**src/rtl/cpu_gen2_pkg.sv**
```systemverilog
// Shared constants for the cpu_gen2 accumulator CPU: opcodes, FSM encoding, ALU selects, CCR bits.
package cpu_gen2_pkg;

    localparam logic [7:0] OP_LDA_IMM = 8'h86;
    localparam logic [7:0] OP_LDA_DIR = 8'h87;
    localparam logic [7:0] OP_LDB_IMM = 8'h88;
    localparam logic [7:0] OP_LDB_DIR = 8'h89;
    localparam logic [7:0] OP_STA_DIR = 8'h96;
    localparam logic [7:0] OP_STB_DIR = 8'h97;
    localparam logic [7:0] OP_ADD_AB  = 8'h42;
    localparam logic [7:0] OP_SUB_AB  = 8'h43;
    localparam logic [7:0] OP_AND_AB  = 8'h44;
    localparam logic [7:0] OP_OR_AB   = 8'h45;
    localparam logic [7:0] OP_INCA    = 8'h46;
    localparam logic [7:0] OP_INCB    = 8'h47;
    localparam logic [7:0] OP_DECA    = 8'h48;
    localparam logic [7:0] OP_DECB    = 8'h49;
    localparam logic [7:0] OP_BRA     = 8'h20;
    localparam logic [7:0] OP_BMI     = 8'h21;
    localparam logic [7:0] OP_BPL     = 8'h22;
    localparam logic [7:0] OP_BEQ     = 8'h23;
    localparam logic [7:0] OP_BNE     = 8'h24;
    localparam logic [7:0] OP_BVS     = 8'h25;
    localparam logic [7:0] OP_BVC     = 8'h26;
    localparam logic [7:0] OP_BCS     = 8'h27;
    localparam logic [7:0] OP_BCC     = 8'h28;
    localparam logic [7:0] OP_HALT    = 8'hFF;

    localparam logic [2:0] S_START  = 3'd0;
    localparam logic [2:0] S_FETCH  = 3'd1;
    localparam logic [2:0] S_DECODE = 3'd2;
    localparam logic [2:0] S_OPND   = 3'd3;
    localparam logic [2:0] S_MEM    = 3'd4;
    localparam logic [2:0] S_HALT   = 3'd5;

    localparam logic [2:0] ALU_ADD  = 3'd0;
    localparam logic [2:0] ALU_SUB  = 3'd1;
    localparam logic [2:0] ALU_AND  = 3'd2;
    localparam logic [2:0] ALU_OR   = 3'd3;
    localparam logic [2:0] ALU_INCA = 3'd4;
    localparam logic [2:0] ALU_INCB = 3'd5;
    localparam logic [2:0] ALU_DECA = 3'd6;
    localparam logic [2:0] ALU_DECB = 3'd7;

    localparam int CCR_N = 3;
    localparam int CCR_Z = 2;
    localparam int CCR_V = 1;
    localparam int CCR_C = 0;

    function automatic logic branch_taken(input logic [7:0] op, input logic [3:0] ccr);
        case (op)
            OP_BRA:  branch_taken = 1'b1;
            OP_BMI:  branch_taken = ccr[CCR_N];
            OP_BPL:  branch_taken = !ccr[CCR_N];
            OP_BEQ:  branch_taken = ccr[CCR_Z];
            OP_BNE:  branch_taken = !ccr[CCR_Z];
            OP_BVS:  branch_taken = ccr[CCR_V];
            OP_BVC:  branch_taken = !ccr[CCR_V];
            OP_BCS:  branch_taken = ccr[CCR_C];
            OP_BCC:  branch_taken = !ccr[CCR_C];
            default: branch_taken = 1'b0;
        endcase
    endfunction

endpackage

```
**src/rtl/cpu_gen2_alu.sv**
```systemverilog
// Combinational ALU for cpu_gen2: add/sub/and/or and A/B increment/decrement with NZVC flags.
module cpu_gen2_alu
    import cpu_gen2_pkg::*;
#(
    parameter int DATA_W = 8
) (
    input  logic [DATA_W-1:0] a_i,
    input  logic [DATA_W-1:0] b_i,
    input  logic [2:0]        sel_i,
    output logic [DATA_W-1:0] result_o,
    output logic [3:0]        nzvc_o
);

    logic [DATA_W-1:0] x;
    logic [DATA_W-1:0] y;
    logic [DATA_W:0]   wide;
    logic              sub;
    logic              v;
    logic              c;

    always_comb begin
        x   = a_i;
        y   = b_i;
        sub = 1'b0;
        case (sel_i)
            ALU_SUB:  sub = 1'b1;
            ALU_INCA: y = DATA_W'(1);
            ALU_INCB: begin x = b_i; y = DATA_W'(1); end
            ALU_DECA: begin y = DATA_W'(1); sub = 1'b1; end
            ALU_DECB: begin x = b_i; y = DATA_W'(1); sub = 1'b1; end
            default: ;
        endcase

        // The extra top bit is the carry for add and the borrow for subtract.
        wide     = sub ? ({1'b0, x} - {1'b0, y}) : ({1'b0, x} + {1'b0, y});
        result_o = wide[DATA_W-1:0];
        c        = wide[DATA_W];
        v        = sub ? ((x[DATA_W-1] != y[DATA_W-1]) && (result_o[DATA_W-1] != x[DATA_W-1]))
                       : ((x[DATA_W-1] == y[DATA_W-1]) && (result_o[DATA_W-1] != x[DATA_W-1]));

        if (sel_i == ALU_AND || sel_i == ALU_OR) begin
            result_o = (sel_i == ALU_AND) ? (a_i & b_i) : (a_i | b_i);
            v        = 1'b0;
            c        = 1'b0;
        end

        nzvc_o = {result_o[DATA_W-1], result_o == '0, v, c};
    end

endmodule

```
**src/rtl/cpu_gen2.sv**
```systemverilog
// Multi-cycle accumulator CPU with a req/ready memory port.
// Define WAIT_STATE_EN to honour mem_ready; otherwise every access completes in one cycle.
module cpu_gen2
    import cpu_gen2_pkg::*;
#(
    parameter int                DATA_W    = 8,
    parameter int                ADDR_W    = 8,
    parameter logic [ADDR_W-1:0] RESET_VEC = '0
) (
    input  logic              clk,
    input  logic              reset,
    output logic [ADDR_W-1:0] address,
    output logic [DATA_W-1:0] to_memory,
    output logic              write,
    output logic              mem_req,
    input  logic              mem_ready,
    input  logic [DATA_W-1:0] from_memory,
    output logic              halted,
    output logic              illegal_op
);

    logic [2:0]        state_q, state_d;
    logic [ADDR_W-1:0] pc_q, pc_d, mar_q, mar_d;
    logic [DATA_W-1:0] a_q, a_d, b_q, b_d, ir_q, ir_d;
    logic [3:0]        ccr_q, ccr_d;
    logic              illegal_q, illegal_d;

    logic [7:0]        op;
    logic              ready;
    logic [2:0]        alu_sel;
    logic [DATA_W-1:0] alu_res;
    logic [3:0]        alu_nzvc;
    logic [ADDR_W-1:0] opnd_addr;

`ifdef WAIT_STATE_EN
    assign ready = mem_ready;
`else
    logic unused_mem_ready;
    assign unused_mem_ready = mem_ready;
    assign ready = 1'b1;
`endif

    assign op        = ir_q[7:0];
    assign opnd_addr = ADDR_W'(from_memory);

    always_comb begin
        case (op)
            OP_SUB_AB: alu_sel = ALU_SUB;
            OP_AND_AB: alu_sel = ALU_AND;
            OP_OR_AB:  alu_sel = ALU_OR;
            OP_INCA:   alu_sel = ALU_INCA;
            OP_INCB:   alu_sel = ALU_INCB;
            OP_DECA:   alu_sel = ALU_DECA;
            OP_DECB:   alu_sel = ALU_DECB;
            default:   alu_sel = ALU_ADD;
        endcase
    end

    cpu_gen2_alu #(
        .DATA_W (DATA_W)
    ) u_alu (
        .a_i      (a_q),
        .b_i      (b_q),
        .sel_i    (alu_sel),
        .result_o (alu_res),
        .nzvc_o   (alu_nzvc)
    );

    always_comb begin
        mem_req    = (state_q == S_FETCH) || (state_q == S_OPND) || (state_q == S_MEM);
        address    = (state_q == S_MEM) ? mar_q : pc_q;
        write      = (state_q == S_MEM) && (op == OP_STA_DIR || op == OP_STB_DIR);
        to_memory  = '0;
        if (write) to_memory = (op == OP_STA_DIR) ? a_q : b_q;
        halted     = (state_q == S_HALT);
        illegal_op = illegal_q;
    end

    always_comb begin
        state_d   = state_q;
        pc_d      = pc_q;
        mar_d     = mar_q;
        a_d       = a_q;
        b_d       = b_q;
        ir_d      = ir_q;
        ccr_d     = ccr_q;
        illegal_d = illegal_q;
        case (state_q)
            S_START: state_d = S_FETCH;
            S_FETCH: if (ready) begin
                ir_d    = from_memory;
                pc_d    = pc_q + ADDR_W'(1);
                state_d = S_DECODE;
            end
            S_DECODE: case (op)
                OP_ADD_AB, OP_SUB_AB, OP_AND_AB, OP_OR_AB, OP_INCA, OP_INCB, OP_DECA, OP_DECB: begin
                    if (op == OP_INCB || op == OP_DECB) b_d = alu_res;
                    else a_d = alu_res;
                    ccr_d   = alu_nzvc;
                    state_d = S_FETCH;
                end
                OP_LDA_IMM, OP_LDA_DIR, OP_LDB_IMM, OP_LDB_DIR, OP_STA_DIR, OP_STB_DIR,
                OP_BRA, OP_BMI, OP_BPL, OP_BEQ, OP_BNE, OP_BVS, OP_BVC, OP_BCS, OP_BCC:
                    state_d = S_OPND;
                OP_HALT: state_d = S_HALT;
                default: begin
                    illegal_d = 1'b1;
                    state_d   = S_HALT;
                end
            endcase
            S_OPND: if (ready) begin
                pc_d    = pc_q + ADDR_W'(1);
                state_d = S_FETCH;
                case (op)
                    OP_LDA_IMM: a_d = from_memory;
                    OP_LDB_IMM: b_d = from_memory;
                    OP_LDA_DIR, OP_LDB_DIR, OP_STA_DIR, OP_STB_DIR: begin
                        mar_d   = opnd_addr;
                        state_d = S_MEM;
                    end
                    default: if (branch_taken(op, ccr_q)) pc_d = opnd_addr;
                endcase
            end
            S_MEM: if (ready) begin
                if (op == OP_LDA_DIR) a_d = from_memory;
                if (op == OP_LDB_DIR) b_d = from_memory;
                state_d = S_FETCH;
            end
            S_HALT:  state_d = S_HALT;
            default: state_d = S_START;
        endcase
    end

    always_ff @(posedge clk) begin
        if (reset) begin
            state_q   <= S_START;
            pc_q      <= RESET_VEC;
            mar_q     <= '0;
            a_q       <= '0;
            b_q       <= '0;
            ir_q      <= '0;
            ccr_q     <= '0;
            illegal_q <= 1'b0;
        end else begin
            state_q   <= state_d;
            pc_q      <= pc_d;
            mar_q     <= mar_d;
            a_q       <= a_d;
            b_q       <= b_d;
            ir_q      <= ir_d;
            ccr_q     <= ccr_d;
            illegal_q <= illegal_d;
        end
    end

endmodule

```
**config.mk**
```make
export PLATFORM = sky130hd
export DESIGN_NAME = cpu_gen2
export DESIGN_NICKNAME = d
export VERILOG_FILES = /design/src/rtl/cpu_gen2_pkg.sv /design/src/rtl/cpu_gen2_alu.sv /design/src/rtl/cpu_gen2.sv
export SDC_FILE = /design/constraint.sdc
export NUM_CORES = 1
export LEC_CHECK = 0
export CORE_MARGIN = 3
export CORE_UTILIZATION = 25
export DETAILED_ROUTE_END_ITERATION = 10
export PLACE_DENSITY = 0.45
export SYNTH_ARGS = -nofsm -noshare
export SYNTH_HDL_FRONTEND = slang
export SYNTH_SLANG_ARGS = --single-unit
```
**constraint.sdc**
```tcl
create_clock -name clk -period 4.6 [get_ports clk]
set_input_delay 0.69 -clock clk [delete_from_list [all_inputs] [get_ports clk]]
set_output_delay 0.69 -clock clk [all_outputs]
set_load 0.005 [all_outputs]
```
# Yosys cells after proc, flatten, opt, wreduce, memory -nomap -nowiden
# Index checks and enable logic that the tools add are counted.
# totals
ff_bits	48
word_cells	122
# op_classes
bitwise_logic	3
n_reduce_logical	30
mux	32
addsub	3
n_eq_ne	46
# op_table
operator	n
$mux W8	17
$eq A8 B6 Y1 const B	9
$eq A8 B7 Y1 const B	8
$eq A8 B8 Y1 const B	7
$pmux W8 S3	2
$reduce_or A24 Y1	1
$pmux W3 S7	1
$eq A3 B3 Y1 const B	6
$pmux W8 S2	1
$pmux W3 S5	1
$reduce_or A15 Y1	1
$eq A3 B2 Y1 const B	4
$reduce_and A5 Y1	2
$add A8 B8 Y9	1
$mux W9	1
$pmux W1 S9	1
$sub A8 B8 Y9	1
$add A8 B1 Y8 const B	1
$and A8 B8 Y8	1
$logic_not A8 Y1	1
$ne A2 B1 Y1 const B	4
$or A8 B8 Y8	1
$reduce_or A4 Y1	2
$reduce_or A8 Y1	1
other kinds (18)	39

# Longest topological paths before layout
# Gate-level depths: netlist of the first run.
# logic_depth
word_depth	11
ltp_mapped	18

# Hierarchy
# A second synthesis of the first run with hierarchy kept.
# unflattened
cells_unflattened	482
area_unflattened_um2	3817.4
# by_module_without_submodules
mod	area_per_inst_um2	instances	cells_each
cpu_gen2	2807.7	1	332
cpu_gen2_alu	1009.7	1	150

# Worst setup path before layout of the first run
# Ideal clock, no wire load.
# synth_path
path_kind	register to register
from	reg ir_q[1]
to	reg b_q[7]
t_required_ns	4.514
path_buffers	2
path_slack_ns	1.091
path_stages_with_launch	19
setup_time_ns	0.086
t_arrival_ns	3.423
cell_sequence	dfxtp_1 > buf_2 > and3b_1 > o21ai_0 > clkbuf_1 > nand2_1 > ha_1 > nor2_1 > nor2_1 > a31oi_1 > o21ai_0 > ha_1 > or2_2 > a21o_1 > a21oi_1 > nand3_1 > o22ai_1 > mux2i_1 > a211oi_1
# synth_between
elab_chain_cells	11
word_cells_on_any_way	40
cone_classes	add/sub (2); eq/ne (21); mux (10); reduce/logical (7)
# synth_lines
item	line_no	source
start, declared	cpu_gen2.sv:24	logic [DATA_W-1:0] a_q, a_d, b_q, b_d, ir_q, ir_d;
start signal, assigned	cpu_gen2.sv:150	ir_q <= ir_d;
$eq A8 B7 Y1 (on tied branches)	cpu_gen2.sv:47, cpu_gen2.sv:95, cpu_gen2.sv:97	
$pmux W3 S7	cpu_gen2.sv:47	case (op)
$eq A3 B3 Y1	cpu_gen2_alu.sv:25	case (sel_i)
$reduce_or A4 Y1 (no source line) or $reduce_or A2 Y1 (tied branches)	--	
$mux W8	cpu_gen2_alu.sv:25	
$add A8 B8 Y9 or $sub A8 B8 Y9 (tied branches)	cpu_gen2_alu.sv:35	wide = sub ? ({1'b0, x} - {1'b0, y}) : ({1'b0, x} + {1'b0, y});
$mux W9	cpu_gen2_alu.sv:35	
$mux W8	cpu_gen2_alu.sv:41	if (sel_i == ALU_AND || sel_i == ALU_OR) begin
$mux W8	cpu_gen2.sv:97	if (op == OP_INCB || op == OP_DECB) b_d = alu_res;
$mux W8	cpu_gen2.sv:95	S_DECODE: case (op)
$pmux W8 S3	cpu_gen2.sv:88	case (state_q)
end signal, assigned	cpu_gen2.sv:140	b_q <= '0;
end signal, assigned	cpu_gen2.sv:149	b_q <= b_d;
end, declared	cpu_gen2.sv:24	
# Several ways; a longest one is shown, not always the timed one. The select of a mux whose other input is x is not followed.
# A chain may end at the register's enable or synchronous reset.

# Final worst setup path of the first run
# Same ends and word-level chain as after synthesis.

==> results.json, run 1 <==
{
  "outcome": "finished clean",
  "crit_chain": "nor3b_1 -> o21ai_0 -> nand2_1 -> ha_1 -> nor2_1 -> nor2_1 -> a31oi_1 -> o21ai_0 -> ha_1 -> or2_2 -> a21o_1 -> a21oi_1 -> nand3_1 -> o22ai_1 -> mux2i_1 -> a211oi_1",
  "post_drt_wl_per_cell_um": 16.8,
  "gp_congestion": 0.825,
  "firstDrtPassIters": 4,
  "die_x_um": 127,
  "yosysUniqueCellTypes": 71,
  "grt_overflow": 0,
  "finalSetupViolations": 0,
  "drive_gt1_share_pct": 11.3,
  "grt_pass1_vias": 3501,
  "worstSetupPathType": "reg -> reg",
  "clock_latency_ns": 0.29,
  "critPathBufInv": 0,
  "endpoint_kind": "flop",
  "grtUsageTotal_pct": 14.1,
  "ys_seq_area_share_pct": 26.1,
  "cp_slowest_cell": "dfxtp_1",
  "r2r-start": "ir_q[1]",
  "grt_setup_unrepaired": "no",
  "min_period_over_period_pct": 89.1,
  "timing.critical_path.from": "ir_q[1]",
  "p_leak_nw": 1.61,
  "num_vias": 3505,
  "hold_class": "reg -> reg",
  "hpwl_mm": 8.10,
  "nets": 508,
  "die_area_um2": 16200,
  "synth_nets": 498,
  "ir_drop_mv": 0.194,
  "area_delta_synth_final_pct": 15.0,
  "ys_ff_latch": 48,
  "start_util_pct": 26.1,
  "io_pins": 31,
  "postLayoutSetupSlackWorst_ns": 0.500,
  "tightest_slew_ns": 1.03,
  "fmax_mhz": 244,
  "crit_arrival_ns": 4.29,
  "cts-resized-gates": 0,
  "grt_max_degree": 54,
  "required_ns": 4.79,
  "yosysTopAreaCell": "dfxtp_1",
  "drc_errors": 0,
  "synthArstFlopShare_pct": 0,
  "max_cap_violations": 0,
  "clk_pin_slew_ns": 0.07,
  "holdWs_ns": 0.491,
  "min_from": "mar_q[3]",
  "cts_buffers": 5,
  "clockRootBuffer": "clkbuf_16",
  "stdcell_count": 667,
  "synth_top_area_share_pct": 26.1,
  "final.min_clock_period_ns": 4.10,
  "first_iter_violations": 204,
  "synth-edff-count": 0,
  "crit_fanout": 20,
  "antenna_found_initial": 0,
  "synth_area_um2": 3690,
  "power_mw": 1.03,
  "clock_skew_ns": 0.00804,
  "hold_violations": 0,
  "core_area_um2": 14100,
  "startpoint_type": "flop",
  "slew_headroom_pct": 31.6,
  "cts_setup_buffers": 0,
  "synth_flop_cell": "dfxtp_1",
  "crit_family": "compound AO/OA/AOI/OAI gates",
  "postSynthAreaPerCell_um2": 7.75,
  "ys_top_cells_by_count": "nor2_1, dfxtp_1, nand2_1",
  "antenna_cells": 0,
  "die_h_um": 127,
  "dp.cells": 659,
  "grt_pass1_wl_mm": 18.8,
  "ant_nets": 0,
  "max_stage_delay_ns": 0.72,
  "clock_sinks": 48,
  "hold_buffers": 0,
  "synth_area_leaders": "dfxtp_1, mux2i_1, nor2_1",
  "drv_slew": 0,
  "post-synth-top-count-cell": "nor2_1",
  "wirelength_mm": 11.2,
  "viasPerCell": 5.25,
  "netlist_instances": 476,
  "dp_slack_ns": 0.555,
  "yosysWarnings": 0,
  "clock_path_buffers": 2,
  "port-buffer-count": 29,
  "power.density_nw_per_um2": 243,
  "cts_tree": "done",
  "num_rows": 43,
  "h-tree-depth": 2,
  "tns_ns": 0
}
[cell families after synthesis]
logic type	synth area share (%)
multiplexers	15.1
XOR/XNOR	1.43
adder cells (fa/ha/maj)	5.40
AND/OR/NAND/NOR	25.9
flip-flops	26.1
AO/OA/AOI/OAI	21.0
buffers and inverters	5.23
[worst min-delay path, stage by stage, from the launching register on]
cell and delay (ns):
dfxtp_1 0.33, mux2i_1 0.06, nor2_1 0.07
[where the power goes]
part | internal [mW] | switching [mW]
Sequential | 0.429 | 0.0303
Combinational | 0.0776 | 0.113
Clock | 0.218 | 0.164
Total | 0.724 | 0.308
[cell usage in the layout (no fill, tap or decap), types with 3 or more instances in the layout]
| cell | Yosys | routed |
|---|---|---|
| nor3b_1 | 5 | 5 |
| nor2b_1 | 7 | 7 |
| nor2_1 | 71 | 71 |
| nor3_1 | 13 | 13 |
| mux2i_1 | 36 | 36 |
| a21oi_2 | 3 | 3 |
| maj3_2 | 3 | 3 |
| o22ai_1 | 3 | 3 |
| clkbuf_16 | 0 | 5 |
| nand3_1 | 13 | 13 |
| mux2_2 | 16 | 16 |
| a31oi_1 | 6 | 6 |
| nand3b_1 | 3 | 3 |
| ha_1 | 10 | 10 |
| a22oi_1 | 3 | 3 |
| clkdlybuf4s50_1 | 0 | 28 |
| nand2b_1 | 5 | 5 |
| a21o_1 | 5 | 5 |
| buf_4 | 1 | 6 |
| or2_2 | 3 | 3 |
| nand2_1 | 43 | 43 |
| inv_1 | 10 | 10 |
| and3_1 | 5 | 5 |
| dfxtp_1 | 48 | 48 |
| o211ai_1 | 4 | 4 |
| o21ai_0 | 35 | 35 |
| a211oi_1 | 5 | 5 |
| a21oi_1 | 31 | 31 |
| or3_1 | 5 | 5 |
| xnor2_1 | 5 | 5 |
[per-stage QoR]
stage	cell area (um2)	util [%]
finish	4240	30.0
global placement	4090	28.9
floorplan	3690	-
CTS	4240	30.0
global route	4240	30.0
detailed placement	4090	28.9
[registers in the layout (all words and copies together) (netlist names)]
register and flops:
illegal_op 1, pc_q 8, ccr_q 4, mar_q 8, ir_q 8, state_q 3, a_q 8, b_q 8
[cell type report]
class	instances	area, um2
well taps	180	225
multi-input cells	386	2530
inverters	10	37.5
fillers	1544	9910
clock inverters	2	13.8
flip-flops and latches	48	961
repair buffers	35	330
clock buffers	6	139
[routing by layer]
layer	track usage (%)	share of wire, %	wire length, um	vias to the layer above
li1	-	-	-	1726
met1	19.6	47	5260	1655
met2	23.3	47	5230	108
met3	1.21	4.0	447	16
met4	4.48	2.3	255	0
met5	0	0	0	-
[worst paths after layout]
check	to	slack, ns	cells after the start
worst max-delay path	b_q[7]	0.50	16
worst min-delay path	mar_q[3]	0.49	2
worst max register to register	b_q[7]	0.50	16
worst min register to register	mar_q[3]	0.49	2
No activity file was read; power rests on OpenSTA's default activity.
==> run 2, diff against run 1 <==
Settings changed: CORE_MARGIN 3 to not set, CTS_BUF_LIST set to sky130_fd_sc_hd__clkbuf_2 sky130_fd_sc_hd__clkbuf_4 sky130_fd_sc_hd__clkbuf_8.
==> run 2 against run 1 <==
Net effect:
- wire length fell by 3.8%
- critical path depth stayed put
- total power shrank 5.7%
- clock-buffer cell count unchanged
- die area shrank 6.2%
- critical path type unchanged
- critical endpoint unchanged
==> results.json, run 2 (synthesis results as in run 1) <==
{
  "outcome": "finished clean",
  "start_util_pct": 25.5,
  "tns_ns": 0,
  "cts-resized-gates": 0,
  "die_area_um2": 15200,
  "grt_overflow": 0,
  "finish.utilization_pct": 29.1,
  "num_vias": 3452,
  "rrSetupSlack_ns": 0.56,
  "min_period_over_period_pct": 87.8,
  "min_from": "mar_q[3]",
  "clock_path_buffers": 2,
  "grtUsageTotal_pct": 15.0,
  "stdcell_area_um2": 4210,
  "power_uw": 974,
  "grt_max_degree": 54,
  "grt_setup_unrepaired": "no",
  "clockRootBuffer": "clkbuf_8",
  "final_cell_mix": "nor2_1, dfxtp_1, nand2_1",
  "viasPerCell": 5.14,
  "h-tree-depth": 2,
  "area_delta_synth_final_pct": 14.3,
  "r2r-start": "ir_q[1]",
  "clock_latency_ns": 0.30,
  "slew_headroom_pct": 30.5,
  "max_cap_violations": 0,
  "ant_nets": 0,
  "cts_tree": "done",
  "endpoint_kind": "flop",
  "worstSetupPathType": "reg -> reg",
  "first_iter_violations": 190,
  "wirelength_mm": 10.8,
  "post_drt_wl_per_cell_um": 16.0,
  "finalSetupViolations": 0,
  "hold_buffers": 0,
  "port-buffer-count": 29,
  "gp_congestion": 0.844,
  "required_ns": 4.81,
  "final.min_clock_period_ns": 4.04,
  "grt_pass1_wl_mm": 17.7,
  "p_leak_nw": 1.59,
  "hpwl_mm": 7.87,
  "antenna_found_initial": 0,
  "crit_fanout": 20,
  "core_area_um2": 14500,
  "num_rows": 44,
  "clk_pin_slew_ns": 0.09,
  "io_pins": 31,
  "cts_buffers": 5,
  "cts_setup_buffers": 0,
  "clock_sinks": 48,
  "min_to": "mar_q[3]",
  "antenna_cells": 0,
  "reg2reg_to": "b_q[7]",
  "tightest_slew_ns": 1.04,
  "startpoint_type": "flop",
  "die_x_um": 123,
  "hold_path_depth": 2,
  "drc_errors": 0,
  "grt_pass1_vias": 3309,
  "drive_gt1_share_pct": 11.3,
  "layout_commonest_cell": "nor2_1",
  "hold_class": "reg -> reg",
  "ff2ff_path_depth": 16,
  "drv_slew": 0,
  "placed_area_um2": 4090,
  "nets": 508,
  "firstDrtPassIters": 5,
  "fmax_mhz": 248,
  "power.density_nw_per_um2": 231,
  "die_h_um": 123,
  "clock_skew_ns": 0.00677,
  "ir_drop_mv": 0.105,
  "hold_violations": 0,
  "crit_arrival_ns": 4.25
}
## run 2: changes by cell type in the layout (fill, tap and decap cells not counted), sizes merged
cell	before	now
bufinv	0	1
inv	11	10
## run 2: layout make-up
| cell class | count | area, um2 |
|---|---|---|
| inverter | 10 | 37.5 |
| tap | 184 | 230 |
| fill | 1570 | 10300 |
| sequential | 48 | 961 |
| clock buffer | 6 | 82.6 |
| multi-input combinational | 386 | 2530 |
| timing repair buffer | 35 | 330 |
| clock inverter | 2 | 38.8 |
## run 2: through the flow
stage | std cells | hold WS, ns | setup slack, ns
after floorplan | 476 | 0.454 | 1.09
after global placement | 663 | 0.467 | 0.636
after detailed placement | 663 | 0.479 | 0.600
after CTS | 671 | 0.506 | 0.550
after global routing | 671 | 0.517 | 0.184
final | 671 | 0.495 | 0.563
## run 2: where the power goes
part / internal (mW) / total (mW) / leakage [nW] / switching (mW)
clock network: 0.178 / 0.325 / 0.0614 / 0.147
registers: 0.429 / 0.459 / 0.389 / 0.0303
logic: 0.0776 / 0.190 / 1.14 / 0.112
total: 0.684 / 0.974 / 1.59 / 0.290
## run 2: layer usage
metal	share of wire, %	GRT usage [%]	routed length (um)
met3	3.1	1.71	336
met2	48	24.7	5190
met4	0.84	4.59	90
met5	0	0	0
met1	48	20.3	5150
## run 2: how the worst max path moves through the flow
stage	startpoint	to	cells past startpoint
after floorplan	ir_q[1]	b_q[7]	18
after global placement	ir_q[1]	b_q[7]	16
after detailed placement	ir_q[1]	a_q[7]	16
after CTS	ir_q[1]	b_q[7]	16
final	ir_q[1]	b_q[7]	16
after global routing	ir_q[1]	b_q[7]	16
## run 2: worst max-delay path: stages (launching register included)
cell and delay, ns:
dfxtp_1 0.75, nor3b_1 0.20, o21ai_0 0.30, nand2_1 0.12
ha_1 0.28, nor2_1 0.18, nor2_1 0.08, a31oi_1 0.13
o21ai_0 0.11, ha_1 0.22, or2_2 0.31, a21o_1 0.16
a21oi_1 0.14, nand3_1 0.16, o22ai_1 0.38, mux2i_1 0.19
a211oi_1 0.25
